--- src/rtl/bus_window_stats_if.sv ---
// Handshake/bus bundle for bus_window_stats: sample input side plus the
// registered window-result output with its valid/ready pair.
interface bus_window_stats_if #(
    parameter int DATA_W  = 6,
    parameter int WIN_LEN = 8
);
    localparam int SUM_W = DATA_W + $clog2(WIN_LEN) + 1;

    logic              in_valid;
    logic [DATA_W-1:0] in_data;
    logic              flush;
    logic              out_valid;
    logic              out_ready;
    logic [SUM_W-1:0]  out_sum;
    logic [7:0]        out_count;
    logic [DATA_W-1:0] out_min;
    logic [DATA_W-1:0] out_max;
    logic [7:0]        drop_cnt;

    modport master (
        output in_valid, in_data, flush, out_ready,
        input  out_valid, out_sum, out_count, out_min, out_max, drop_cnt
    );

    modport slave (
        input  in_valid, in_data, flush, out_ready,
        output out_valid, out_sum, out_count, out_min, out_max, drop_cnt
    );
endinterface

--- src/rtl/bus_window_stats.sv ---
// Fixed-length window statistics (sum/count, optional min/max) over the sample
// stream; undeliverable windows are dropped and counted. Min/max: STATS_MINMAX_EN.
module bus_window_stats #(
    parameter int DATA_W  = 6,
    parameter int WIN_LEN = 8
) (
    input logic              clk,
    input logic              rst,
    bus_window_stats_if.slave bus
);
    localparam int SUM_W = DATA_W + $clog2(WIN_LEN) + 1;

    logic [SUM_W-1:0] acc_sum_q, acc_sum_d;
    logic [7:0]       acc_cnt_q, acc_cnt_d;
    logic             out_valid_q, out_valid_d;
    logic [SUM_W-1:0] out_sum_q, out_sum_d;
    logic [7:0]       out_count_q, out_count_d;
    logic [7:0]       drop_q, drop_d;

    logic [SUM_W-1:0] win_sum;
    logic [7:0]       win_cnt;
    logic             close;
    logic             deliver;

    always_comb begin
        win_sum = acc_sum_q + (bus.in_valid ? SUM_W'(bus.in_data) : '0);
        win_cnt = acc_cnt_q + 8'(bus.in_valid);
        // The WIN_LEN-th sample and a simultaneous flush close only one window.
        close   = (bus.in_valid && (acc_cnt_q == 8'(WIN_LEN - 1)))
                || (bus.flush && ((acc_cnt_q != '0) || bus.in_valid));
        deliver = !out_valid_q || bus.out_ready;

        acc_sum_d   = close ? '0 : win_sum;
        acc_cnt_d   = close ? '0 : win_cnt;
        out_valid_d = out_valid_q;
        out_sum_d   = out_sum_q;
        out_count_d = out_count_q;
        drop_d      = drop_q;

        if (close) begin
            if (deliver) begin
                out_valid_d = 1'b1;
                out_sum_d   = win_sum;
                out_count_d = win_cnt;
            end else if (drop_q != '1) begin
                drop_d = drop_q + 8'd1;
            end
        end else if (out_valid_q && bus.out_ready) begin
            out_valid_d = 1'b0;
        end
    end

    always_ff @(posedge clk) begin
        if (rst) begin
            acc_sum_q   <= '0;
            acc_cnt_q   <= '0;
            out_valid_q <= 1'b0;
            out_sum_q   <= '0;
            out_count_q <= '0;
            drop_q      <= '0;
        end else begin
            acc_sum_q   <= acc_sum_d;
            acc_cnt_q   <= acc_cnt_d;
            out_valid_q <= out_valid_d;
            out_sum_q   <= out_sum_d;
            out_count_q <= out_count_d;
            drop_q      <= drop_d;
        end
    end

    assign bus.out_valid = out_valid_q;
    assign bus.out_sum   = out_sum_q;
    assign bus.out_count = out_count_q;
    assign bus.drop_cnt  = drop_q;

`ifdef STATS_MINMAX_EN
    logic [DATA_W-1:0] run_min_q, run_min_d, run_max_q, run_max_d;
    logic [DATA_W-1:0] out_min_q, out_min_d, out_max_q, out_max_d;
    logic [DATA_W-1:0] win_min, win_max;

    always_comb begin
        win_min = run_min_q;
        win_max = run_max_q;
        if (bus.in_valid) begin
            if (bus.in_data < run_min_q) win_min = bus.in_data;
            if (bus.in_data > run_max_q) win_max = bus.in_data;
        end
        run_min_d = close ? '1 : win_min;
        run_max_d = close ? '0 : win_max;
        out_min_d = (close && deliver) ? win_min : out_min_q;
        out_max_d = (close && deliver) ? win_max : out_max_q;
    end

    always_ff @(posedge clk) begin
        if (rst) begin
            run_min_q <= '1;
            run_max_q <= '0;
            out_min_q <= '0;
            out_max_q <= '0;
        end else begin
            run_min_q <= run_min_d;
            run_max_q <= run_max_d;
            out_min_q <= out_min_d;
            out_max_q <= out_max_d;
        end
    end

    assign bus.out_min = out_min_q;
    assign bus.out_max = out_max_q;
`else
    assign bus.out_min = '0;
    assign bus.out_max = '0;
`endif
endmodule

--- src/flat_wrapper.sv ---
// flat-port wrapper written by rule: the top's interface ports become plain ports
module bus_window_stats_flat 
#(
    parameter int DATA_W  = 6,
    parameter int WIN_LEN = 8
)
  (clk, rst, bus_in_valid, bus_in_data, bus_flush, bus_out_ready, bus_out_valid, bus_out_sum, bus_out_count, bus_out_min, bus_out_max, bus_drop_cnt);
  bus_window_stats_if #(.DATA_W(DATA_W), .WIN_LEN(WIN_LEN)) bus_i ();
  input logic clk;
  input logic rst;
  input wire logic [$bits(bus_i.in_valid)-1:0] bus_in_valid;
  input wire logic [$bits(bus_i.in_data)-1:0] bus_in_data;
  input wire logic [$bits(bus_i.flush)-1:0] bus_flush;
  input wire logic [$bits(bus_i.out_ready)-1:0] bus_out_ready;
  output wire logic [$bits(bus_i.out_valid)-1:0] bus_out_valid;
  output wire logic [$bits(bus_i.out_sum)-1:0] bus_out_sum;
  output wire logic [$bits(bus_i.out_count)-1:0] bus_out_count;
  output wire logic [$bits(bus_i.out_min)-1:0] bus_out_min;
  output wire logic [$bits(bus_i.out_max)-1:0] bus_out_max;
  output wire logic [$bits(bus_i.drop_cnt)-1:0] bus_drop_cnt;
  assign bus_i.in_valid = bus_in_valid;
  assign bus_i.in_data = bus_in_data;
  assign bus_i.flush = bus_flush;
  assign bus_i.out_ready = bus_out_ready;
  assign bus_out_valid = bus_i.out_valid;
  assign bus_out_sum = bus_i.out_sum;
  assign bus_out_count = bus_i.out_count;
  assign bus_out_min = bus_i.out_min;
  assign bus_out_max = bus_i.out_max;
  assign bus_drop_cnt = bus_i.drop_cnt;
  bus_window_stats #(.DATA_W(DATA_W), .WIN_LEN(WIN_LEN)) u_core (.clk(clk), .rst(rst), .bus(bus_i));
endmodule
--- config.mk ---
export PLATFORM = sky130hd
export DESIGN_NAME = bus_window_stats_flat
export DESIGN_NICKNAME = d
export VERILOG_FILES = /design/src/rtl/bus_window_stats_if.sv /design/src/rtl/bus_window_stats.sv /design/src/flat_wrapper.sv
export SDC_FILE = /design/constraint.sdc
export NUM_CORES = 1
export LEC_CHECK = 0
export ABC_AREA = 1
export CORE_MARGIN = 3
export CORE_UTILIZATION = 45
export CTS_CLUSTER_SIZE = 30
export DETAILED_ROUTE_END_ITERATION = 10
export GPL_TIMING_DRIVEN = 0
export PLACE_DENSITY = 0.76
export REMOVE_ABC_BUFFERS = 1
export SLEW_MARGIN = 40
export SYNTH_ARGS = -nofsm -noshare
export SYNTH_HDL_FRONTEND = slang
export SYNTH_SLANG_ARGS = --single-unit
--- constraint.sdc ---
create_clock -name clk -period 5 [get_ports clk]
set_input_delay 1.5 -clock clk [delete_from_list [all_inputs] [get_ports clk]]
set_output_delay 1.5 -clock clk [all_outputs]
set_load 0.005 [all_outputs]
; Yosys cells after proc, flatten, opt, wreduce, memory -nomap -nowiden
; Cells that the tools add are included.
; Widths: inputs -> output; s select.
[op_classes]
n_addsub = 3
n_eq_ne = 3
n_mux = 4
bitwise_logic = 1
n_reduce_logical = 13
[ops]
columns = cell, n
row1 = $add 10x10->10, 1
row2 = $add 8x1->8, 1
row3 = $add 8x1->8 const B, 1
row4 = $eq 8x3->1 const B, 1
row5 = $ne 8x8->1 const B, 1
row6 = $reduce_bool 8->1, 1
row7 = $mux 6, 1
row8 = $reduce_and 2->1, 2
row9 = $logic_and 1x1->1, 3
row10 = $logic_or 1x1->1, 3
row11 = $mux 1, 3
row12 = $reduce_and 3->1, 1
row13 = $ne 2x2->1 const B, 1
row14 = $reduce_bool 2->1, 1
row15 = $reduce_or 2->1, 1
row16 = $logic_not 1->1, 1
row17 = $not 1->1, 1
[word_totals]
regBits = 45
input_bits = 11
wordCells = 30

; Logic depth before layout (Yosys ltp)
; Gate-level depths: netlist of the first run.
[depth]
depth_word = 6
ltp_mapped = 14

; Worst setup path before layout of the first run
; No wires, ideal clock.
[synth_path]
path_type = input to register
start = in bus_in_valid
end = reg u_core.out_sum_q[8], in the netlist u_core.bus.out_sum[8]
arrival_time_ns = 2.864
required_ns = 4.887
slack_ns = 2.024
stages = 13
n_path_buf = 1
path_cell_list = buf_4 > nand2_1 > inv_1 > ha_1 > inv_1 > fa_1 > nand3b_1 > nand2_1 > nand2_1 > nand3_1 > nand2_1 > nor2_1 > nor2_1
[synth_between]
elab_chain_len = 4
word_cells_on_any_way = 7
cone_classes = add/sub: 1 / mux: 1 / reduce/logical: 5
[synth_rtl]
columns = item, line_no
row1 = "start, declared", flat_wrapper.sv:11  ; input wire logic [$bits(bus_i.in_valid)-1:0] bus_in_valid;
row2 = branches (longest 4 deep; another with $add 10x10->10), -
row3 = "end signal, assigned", bus_window_stats.sv:65  ; out_sum_q <= out_sum_d;
row4 = "end, declared", bus_window_stats.sv:16  ; logic [SUM_W-1:0] out_sum_q, out_sum_d;
; Parallel ways; which one is timed is not known.
; A chain may end at the register's enable or synchronous reset.

; Final worst setup path of the first run
; Ends and elaborated chain as after synthesis.

==> results of run 1 <==
[power groups by stage]
stage	Sequential [mW]	Combinational [mW]	Clock (mW)
6_report	0.383	0.115	0.282
5_1_grt	0.386	0.131	0.307
4_1_cts	0.383	0.116	0.288
3_5_place_dp	0.392	0.115	0
3_3_place_gp	0.391	0.113	0
2_1_floorplan	0.391	0.0664	0
[path summary, 6_finish.rpt]
kind / endpoint / cells after the start / from
setup / recovery: u_core.bus.out_sum[8] / 13 / bus_in_valid
hold / removal: u_core.bus.out_count[2] / 2 / u_core.bus.out_count[2]
setup reg to reg: u_core.bus.out_sum[8] / 8 / u_core.acc_cnt_q[5]
hold reg to reg: u_core.bus.out_count[2] / 2 / u_core.bus.out_count[2]
[critical path, stage by stage]
cell             delay [ns]
clkdlybuf4s50_1        0.65
nand2_1                0.09
inv_1                  0.07
ha_1                   0.16
inv_1                  0.05
fa_1                   0.40
nand3b_1               0.17
nand2_1                0.13
nand2_1                0.08
nand3_1                0.11
nand2_1                0.07
nor2_1                 0.10
nor2_1                 0.06
[layout make-up]
type,instances,area share [%]
Timing Repair Buffer,37,13.05
Clock inverter,1,1.058
Clock buffer,7,3.042
Sequential cell,45,31.75
Tap cell,67,2.954
Inverter,44,5.820
Multi-Input combinational cell,243,42.33
[state kept, by name, summed over array words and instances (netlist names)]
register / flops
u_core.bus.out_valid: 1
u_core.acc_cnt_q: 8
u_core.bus.out_count: 8
u_core.bus.drop_cnt: 8
u_core.acc_sum_q: 10
u_core.bus.out_sum: 10
[per-stage QoR]
step / cell area, sq um / total power [mW] / hold slack [ns]
after floorplan: 2265 / 0.4578 / 0.4513
after global placement: 2719 / 0.5040 / 0.4571
after detailed placement: 2719 / 0.5065 / 0.4589
after CTS: 2835 / 0.7874 / 0.4713
after global routing: 2838 / 0.8232 / 0.4861
final: 2838 / 0.7804 / 0.4686
[synthesized netlist by cell type]
cell type	number
nand3b_1	2
ha_1	9
dfxtp_1	45
buf_4	14
xor2_1	6
nand4_1	2
nand3_2	1
nand2_2	2
xnor2_1	6
buf_8	1
fa_1	1
nor3_1	3
clkbuf_1	4
o21ai_0	2
nor2_1	40
nand3_1	32
a21oi_1	30
nand2_1	90
o21bai_1	1
nor2_2	1
conb_1	1
inv_1	44
nand2_4	2
and2_1	1
buf_6	1
buf_2	2
[cell families after synthesis]
family / Yosys count / synth area share [%]
AO/OA/AOI/OAI: 33 / 7.045
XOR/XNOR: 12 / 4.416
adder cells (fa/ha/maj): 10 / 5.573
buffers and inverters: 66 / 13.51
flip-flops: 45 / 37.85
other: 1 / 0.1576
AND/OR/NAND/NOR: 176 / 31.44
[metal layers]
layer  track usage, %  share of wire, %  vias to the layer above  wire length [um]
li1                 -                 -                     1109                 -
met1            21.10                47                      938              2259
met2            28.18                48                       53              2334
met3            4.989               4.6                        5               225
met4            3.497              0.56                        0                27
met5                0                 0                        -                 0
==> key figures, run 1 <==
Outcome
  – Outcome: complete, no violations

Timing
  – Setup TNS: 0 ns
  – Worst Skew: 0.007556 ns
  – RSZ-0062 raised after global routing: no
  – Count of final setup violators: 0
  – Worst setup margin: 1.531 ns
  – Maximum clock rate: 0.2882 GHz
  – Fin crit period: 3.469 ns
  – Slew @ Worst Pin: 0.5411 ns
  – Max-slew violations: 0
  – Period utilization: 69.39%
  – Worst rel slew slack: 63.81%
  – Final Hold Vio Count: 0

CTS
  – CTS max path bufs: 2
  – H-tree levels: 2
  – Post-CTS Resized: 0
  – Hold buffer count at cts: 0
  – Clock transition at the registers of the reported paths: 0.08 ns
  – Setup Buffers After CTS: 0
  – Clk_lat worst skew: 0.29 ns
  – Cts bufs inserted: 5
  – TritonCTS clock tree: done
  – Clk sinks: 45
  – Root Driver: clkbuf_8

Global route
  – Overall global routing resource usage: 16.71%
  – Vias in the first global route: 1924
  – Largest net degree at the start of global routing: 31
  – Initial antenna violation count: 0
  – Global route total overflow: 0
  – First-pass GRT wire length: 8438 um

Setup path
  – Crit path DAT: 3.66 ns
  – Critical Path Start Type: input port
  – Slack of the worst reg-to-reg path: 3.24 ns
  – WS Path Type: input port to register
  – Critical Path RT: 5.19 ns
  – Crit path capture type: register
  – Crit path max fanout: 9

Synth
  – Cells after Synth: 343
  – Yosys cell types: 26
  – Synthesized cell area: 2380 sq um
  – Main area contributors after synthesis: dfxtp_1, nand2_1, inv_1
  – Yosys reg bits: 45
  – Post-synthesis sequential area ratio: 37.85%
  – Synth warn: 0
  – Syn Area/Cell: 6.938 sq um
  – Leading area contributor after synthesis: dfxtp_1
  – Yosys top cell area share: 37.85%

Power and ir drop
  – Power density cells: 275.0 nW/um^2
  – Maximum VDD drop: 125.7 uV
  – Leakage: 1.336 nW
  – Seq pwr share: 49.1%
  – Int Pwr: 0.5894 mW
  – Sw Ratio: 24.47%
  – Comb power frac: 14.7%
  – Clock power share: 36.2%
  – Switch Pwr: 0.1910 mW

Min path
  – Worst hold-check path type: register to register

Floorplan
  – Die width: 78.72 um
  – Row cnt: 25
  – I/O pin count: 50
  – Starting Density: 48.46%
  – Die ar.: 6197 sq um
  – Core outline area: 4911 sq um
  – Die extent in y: 78.72 um

Finish
  – Nets: 397
  – Storage cell area: 900.9 sq um
  – Fraction of layout cells with a size suffix above 1: 3.714%
  – Most common cell after layout, fill and taps aside: nand2_1
  – ANT cells: 0
  – Area delta synth->final: 19.24%
  – Multi-input gate area: 1201 sq um
  – Commonest cells after routing, fill and taps aside: nand2_1, dfxtp_1, inv_1
  – Fin cells: 444
  – Fin util: 57.78%
  – Fillers: 488

Place
  – Placer Congestion: 0.8435
  – Dpl cells: 436
  – Pre-CTS WS: 1.222 ns
  – DP HPWL: 3434 um
  – PortBufs: 37

Detailed routing
  – Drt first pass iters: 4
  – Routed WL per cell: 10.91 um
  – Vias/cell: 4.741
  – Via count: 2105
  – Drt initial violations: 100
  – Final wirelength: 4846 um
  – DRC: 0
  – Post-route ant nets: 0

Run
  – Number of max-cap violations: 0
(Power assumes the default switching activity.)
==> run 2: changes to the inputs <==
Settings changed: PLACE_DENSITY 0.76 to 0.79.
Clock period 5 ns to 2.9 ns, I/O delays scaled along.
==> run 2 against run 1 <==
Net effect: critical endpoint unchanged; clock power up 38%; clock skew increased by 0.0019 ns; cell count unchanged; sequential share of layout area is 0.30 points higher; utilization is 0.53 points lower; via count down 0.57%; critical path depth did not move; first-iteration DRC count up 38%.
==> key figures, run 2 (same netlist as run 1, synthesis figures left out) <==
Outcome
  – Outcome: complete, no violations

Timing
  – Worst rel slew slack: 46.35%
  – Count of final setup violators: 0
  – Final Hold Vio Count: 0
  – Worst setup margin: 0.3333 ns
  – Setup TNS: 0 ns
  – Fin crit period: 2.567 ns
  – Period utilization: 88.51%
  – Max-slew violations: 0
  – Maximum clock rate: 0.3896 GHz
  – Slew @ Worst Pin: 0.8027 ns
  – Worst Skew: 0.009464 ns
  – RSZ-0062 raised after global routing: no

Finish
  – Nets: 397
  – Fin util: 57.25%
  – Area delta synth->final: 18.14%
  – Most common cell after layout, fill and taps aside: nand2_1
  – Fillers: 481
  – Commonest cells after routing, fill and taps aside: nand2_1, dfxtp_1, inv_1
  – Fraction of layout cells with a size suffix above 1: 3.714%
  – ANT cells: 0

Place
  – PortBufs: 37
  – Placer Congestion: 0.8727
  – DP HPWL: 3385 um
  – Pre-CTS WS: -0.2228 ns

Setup path
  – Crit path DAT: 2.76 ns
  – Critical path's most frequent cell: nand2_1
  – Critical-path top delay cell: clkdlybuf4s50_1
  – Critical-path cell list: clkdlybuf4s50_1 -> nand2_1 -> inv_1 -> ha_1 -> inv_1 -> fa_1 -> nand3b_1 -> nand2_1 -> nand2_1 -> nand3_1 -> nand2_1 -> nor2_1 -> nor2_1
  – Slack of the worst reg-to-reg path: 1.12 ns
  – Crit path capture type: register
  – Critical Path Start Type: input port
  – Crit path max fanout: 3
  – Critical Path RT: 3.09 ns
  – WS Path Type: input port to register
  – CP delay by family, top: simple AND/OR/NAND/NOR gates
  – CP peak stage delay: 0.45 ns
  – Worst path buffer plus inverter count: 3

Detailed routing
  – Drt first pass iters: 4
  – Final wirelength: 4742 um
  – Drt initial violations: 138
  – Via count: 2093
  – Routed WL per cell: 10.68 um
  – DRC: 0
  – Post-route ant nets: 0
  – Vias/cell: 4.714

Global route
  – First-pass GRT wire length: 8535 um
  – Initial antenna violation count: 0
  – Largest net degree at the start of global routing: 31
  – Overall global routing resource usage: 16.84%
  – Vias in the first global route: 1993
  – Global route total overflow: 0

Floorplan
  – Starting Density: 48.46%
  – Row cnt: 25
  – Die extent in y: 78.72 um
  – Die width: 78.72 um
  – I/O pin count: 50
  – Die ar.: 6197 sq um
  – Core outline area: 4911 sq um

CTS
  – Post-CTS Resized: 0
  – Setup Buffers After CTS: 0
  – Clk sinks: 45
  – Clk_lat worst skew: 0.30 ns
  – TritonCTS clock tree: done
  – Cts bufs inserted: 5
  – Clock transition at the registers of the reported paths: 0.09 ns
  – Root Driver: clkbuf_8
  – H-tree levels: 2
  – CTS max path bufs: 2
  – Hold buffer count at cts: 0

Power and ir drop
  – Maximum VDD drop: 252.5 uV
  – Power density cells: 443.2 nW/um^2
  – Leakage: 1.331 nW
  – Total power: 1.246 mW

Run
  – Number of max-cap violations: 0

Min path
  – Worst hold-check path type: register to register
## run 2: tightest hold or removal path: cells and delay by family (launching register included)
family / cells / cell delay, ns
and+or+nand+nor: 1 / 0.06
DFF: 1 / 0.32
AOI/OAI and AO/OA: 1 / 0.05
## run 2: final timing paths
kind | from | endpoint | cells past startpoint
setup / recovery | bus_in_data[0] | u_core.bus.out_sum[8] | 13
hold / removal | u_core.bus.out_count[7] | u_core.bus.out_count[7] | 2
setup reg to reg | u_core.bus.out_valid | u_core.bus.drop_cnt[7] | 5
hold reg to reg | u_core.bus.out_count[7] | u_core.bus.out_count[7] | 2
## run 2: where the power goes
group	switching (mW)	internal (mW)
Sequential	0.0151	0.646
Clock	0.218	0.171
Combinational	0.107	0.0892
Total	0.340	0.906
## run 2: final cells by class
cell class	instances	area, sq um	area share [%]
Multi-Input combinational cell	243	1199	42.63
Sequential cell	45	900.9	32.04
Timing Repair Buffer	37	372.9	13.26
Inverter	44	165.2	5.874
Tap cell	67	83.83	2.982
Clock inverter	3	21.27	0.7566
Clock buffer	5	68.82	2.448
## run 2: metal layers
| metal | up-vias | global-route usage [%] | part of all wire [%] |
|---|---|---|---|
| li1 | 1108 | - | - |
| met1 | 924 | 21.04 | 49 |
| met2 | 54 | 28.44 | 46 |
| met3 | 7 | 4.649 | 4.3 |
| met4 | 0 | 4.545 | 1.3 |
| met5 | - | 0 | 0 |
## run 2: per-stage QoR
| step | cell area [sq um] | hold slack, ns | std cells |
|---|---|---|---|
| final | 2811 | 0.4780 | 444 |
| after global routing | 2811 | 0.5053 | 444 |
| after CTS | 2809 | 0.4797 | 444 |
| after detailed placement | 2719 | 0.4620 | 436 |
| after global placement | 2719 | 0.4566 | 436 |
| after floorplan | 2265 | 0.4513 | 332 |
==> edit, RTL diff (flow settings as in run 2) <==
`WIN_LEN` is set to 8 in 3 places; all go to 16.
--- a/src/rtl/bus_window_stats_if.sv
+++ b/src/rtl/bus_window_stats_if.sv
@@ -4,3 +4,3 @@
     parameter int DATA_W  = 6,
-    parameter int WIN_LEN = 8
+    parameter int WIN_LEN = 16
 );
--- a/src/rtl/bus_window_stats.sv
+++ b/src/rtl/bus_window_stats.sv
@@ -4,3 +4,3 @@
     parameter int DATA_W  = 6,
-    parameter int WIN_LEN = 8
+    parameter int WIN_LEN = 16
 ) (
--- a/src/flat_wrapper.sv
+++ b/src/flat_wrapper.sv
@@ -4,3 +4,3 @@
     parameter int DATA_W  = 6,
-    parameter int WIN_LEN = 8
+    parameter int WIN_LEN = 16
 )
Interface: changed (resized bus_out_sum); port bits go from 50 to 51. No check against the original RTL was run, so the function may have changed too.
==> edit against run 2 <==
Area after synthesis is 6.8% higher; power is 10% higher; worst setup slack worse by 0.068 ns; synthesized cell count is 11% higher; worst hold slack worse by 0.012 ns; final cell count is 8.6% higher; clock skew is 0.0018 ns lower; cell area is 6.6% higher; register-to-register slack worse by 0.22 ns; sequential cell count is 2 higher; via count is 11% higher; wire length is 9.8% higher; critical endpoint is now u_core.acc_sum_q[5].
==> edit: results (changes against run 2) <==
metric	value	unit	change
P_sw	0.0003548	W	was 0.0003401 W
Critical Path AT	2.86	ns	was 2.76 ns
Post-Syn Instances	380		was 343
std cell rows	26		was 25
Worst Path Max Fanout	19		was 3
Worst-Margin Slew	0.7628	ns	was 0.8027 ns
Fin Clk Skew	0.007621	ns	was 0.009464 ns
Reg2Reg Setup Slack	0.90	ns	was 1.12 ns
wire length on met2	2445	µm	was 2161 µm
Worst R2R Start	u_core.acc_cnt_q[3]		was u_core.bus.out_valid
Iter 0 DRT Violations	130		was 138
inverter count	50		was 44
Reg2Reg Capture Point	u_core.bus.out_sum[9]		was u_core.bus.drop_cnt[7]
Worst VDD drop	0.2070	mV	was 0.2525 mV
global routing usage on met2	0.3046		was 0.2844
total track usage	0.1777		was 0.1684
ranking of synthesized cells by area	dfxtp_1 37%, nand2_1 16%, nand3_1 8.5%		was dfxtp_1 38%, nand2_1 14%, inv_1 6.9%
sequential area share after synthesis	0.3703		was 0.3785
Met1 Wirelength	2402	µm	was 2313 µm
HPWL Detailed	3701	µm	was 3385 µm
met3 Resource Use GR	0.04545		was 0.04649
met3 routed WL	289	µm	was 205 µm
status	complete, no violations		unchanged
sequential standard cell area	940.9	µm²	was 900.9 µm²
number of global-route vias before repair	2181		was 1993
Hold WS	0.4664	ns	was 0.4780 ns
CTS resizes	1		was 0
cell family with most CP delay	buffers and inverters		was simple AND/OR/NAND/NOR gates
-- edit: cells by family after synthesis --
kind of cell	count (synthesis)	synth area share
AOI/OAI and AO/OA	31	0.06204
xor gates and xnor gates	11	0.03792
adders and majority gates	10	0.05219
buffers and inverters	74	0.1384
DFF	47	0.3703
other	1	0.001476
and+or+nand+nor	206	0.3378
-- edit: stage by stage --
step | setup WS [ns] | util | total power, W
after detailed placement | -0.4550 | 0.5477 | 0.0009105
after CTS | 0.06820 | 0.5684 | 0.001385
after floorplan | 0.6129 | - | 0.0008236
after global placement | -0.3987 | 0.5477 | 0.0009064
after global routing | 0.06039 | 0.5689 | 0.001444
final | 0.2653 | 0.5689 | 0.001371
-- edit: power by group through the flow --
stage	clock network (W)	logic (W)	registers (W)
2_1_floorplan	0	0.000119	0.000704
3_3_place_gp	0	0.000204	0.000703
3_5_place_dp	0	0.000207	0.000703
4_1_cts	0.000487	0.000209	0.000688
5_1_grt	0.000514	0.000237	0.000692
6_report	0.000476	0.000207	0.000688
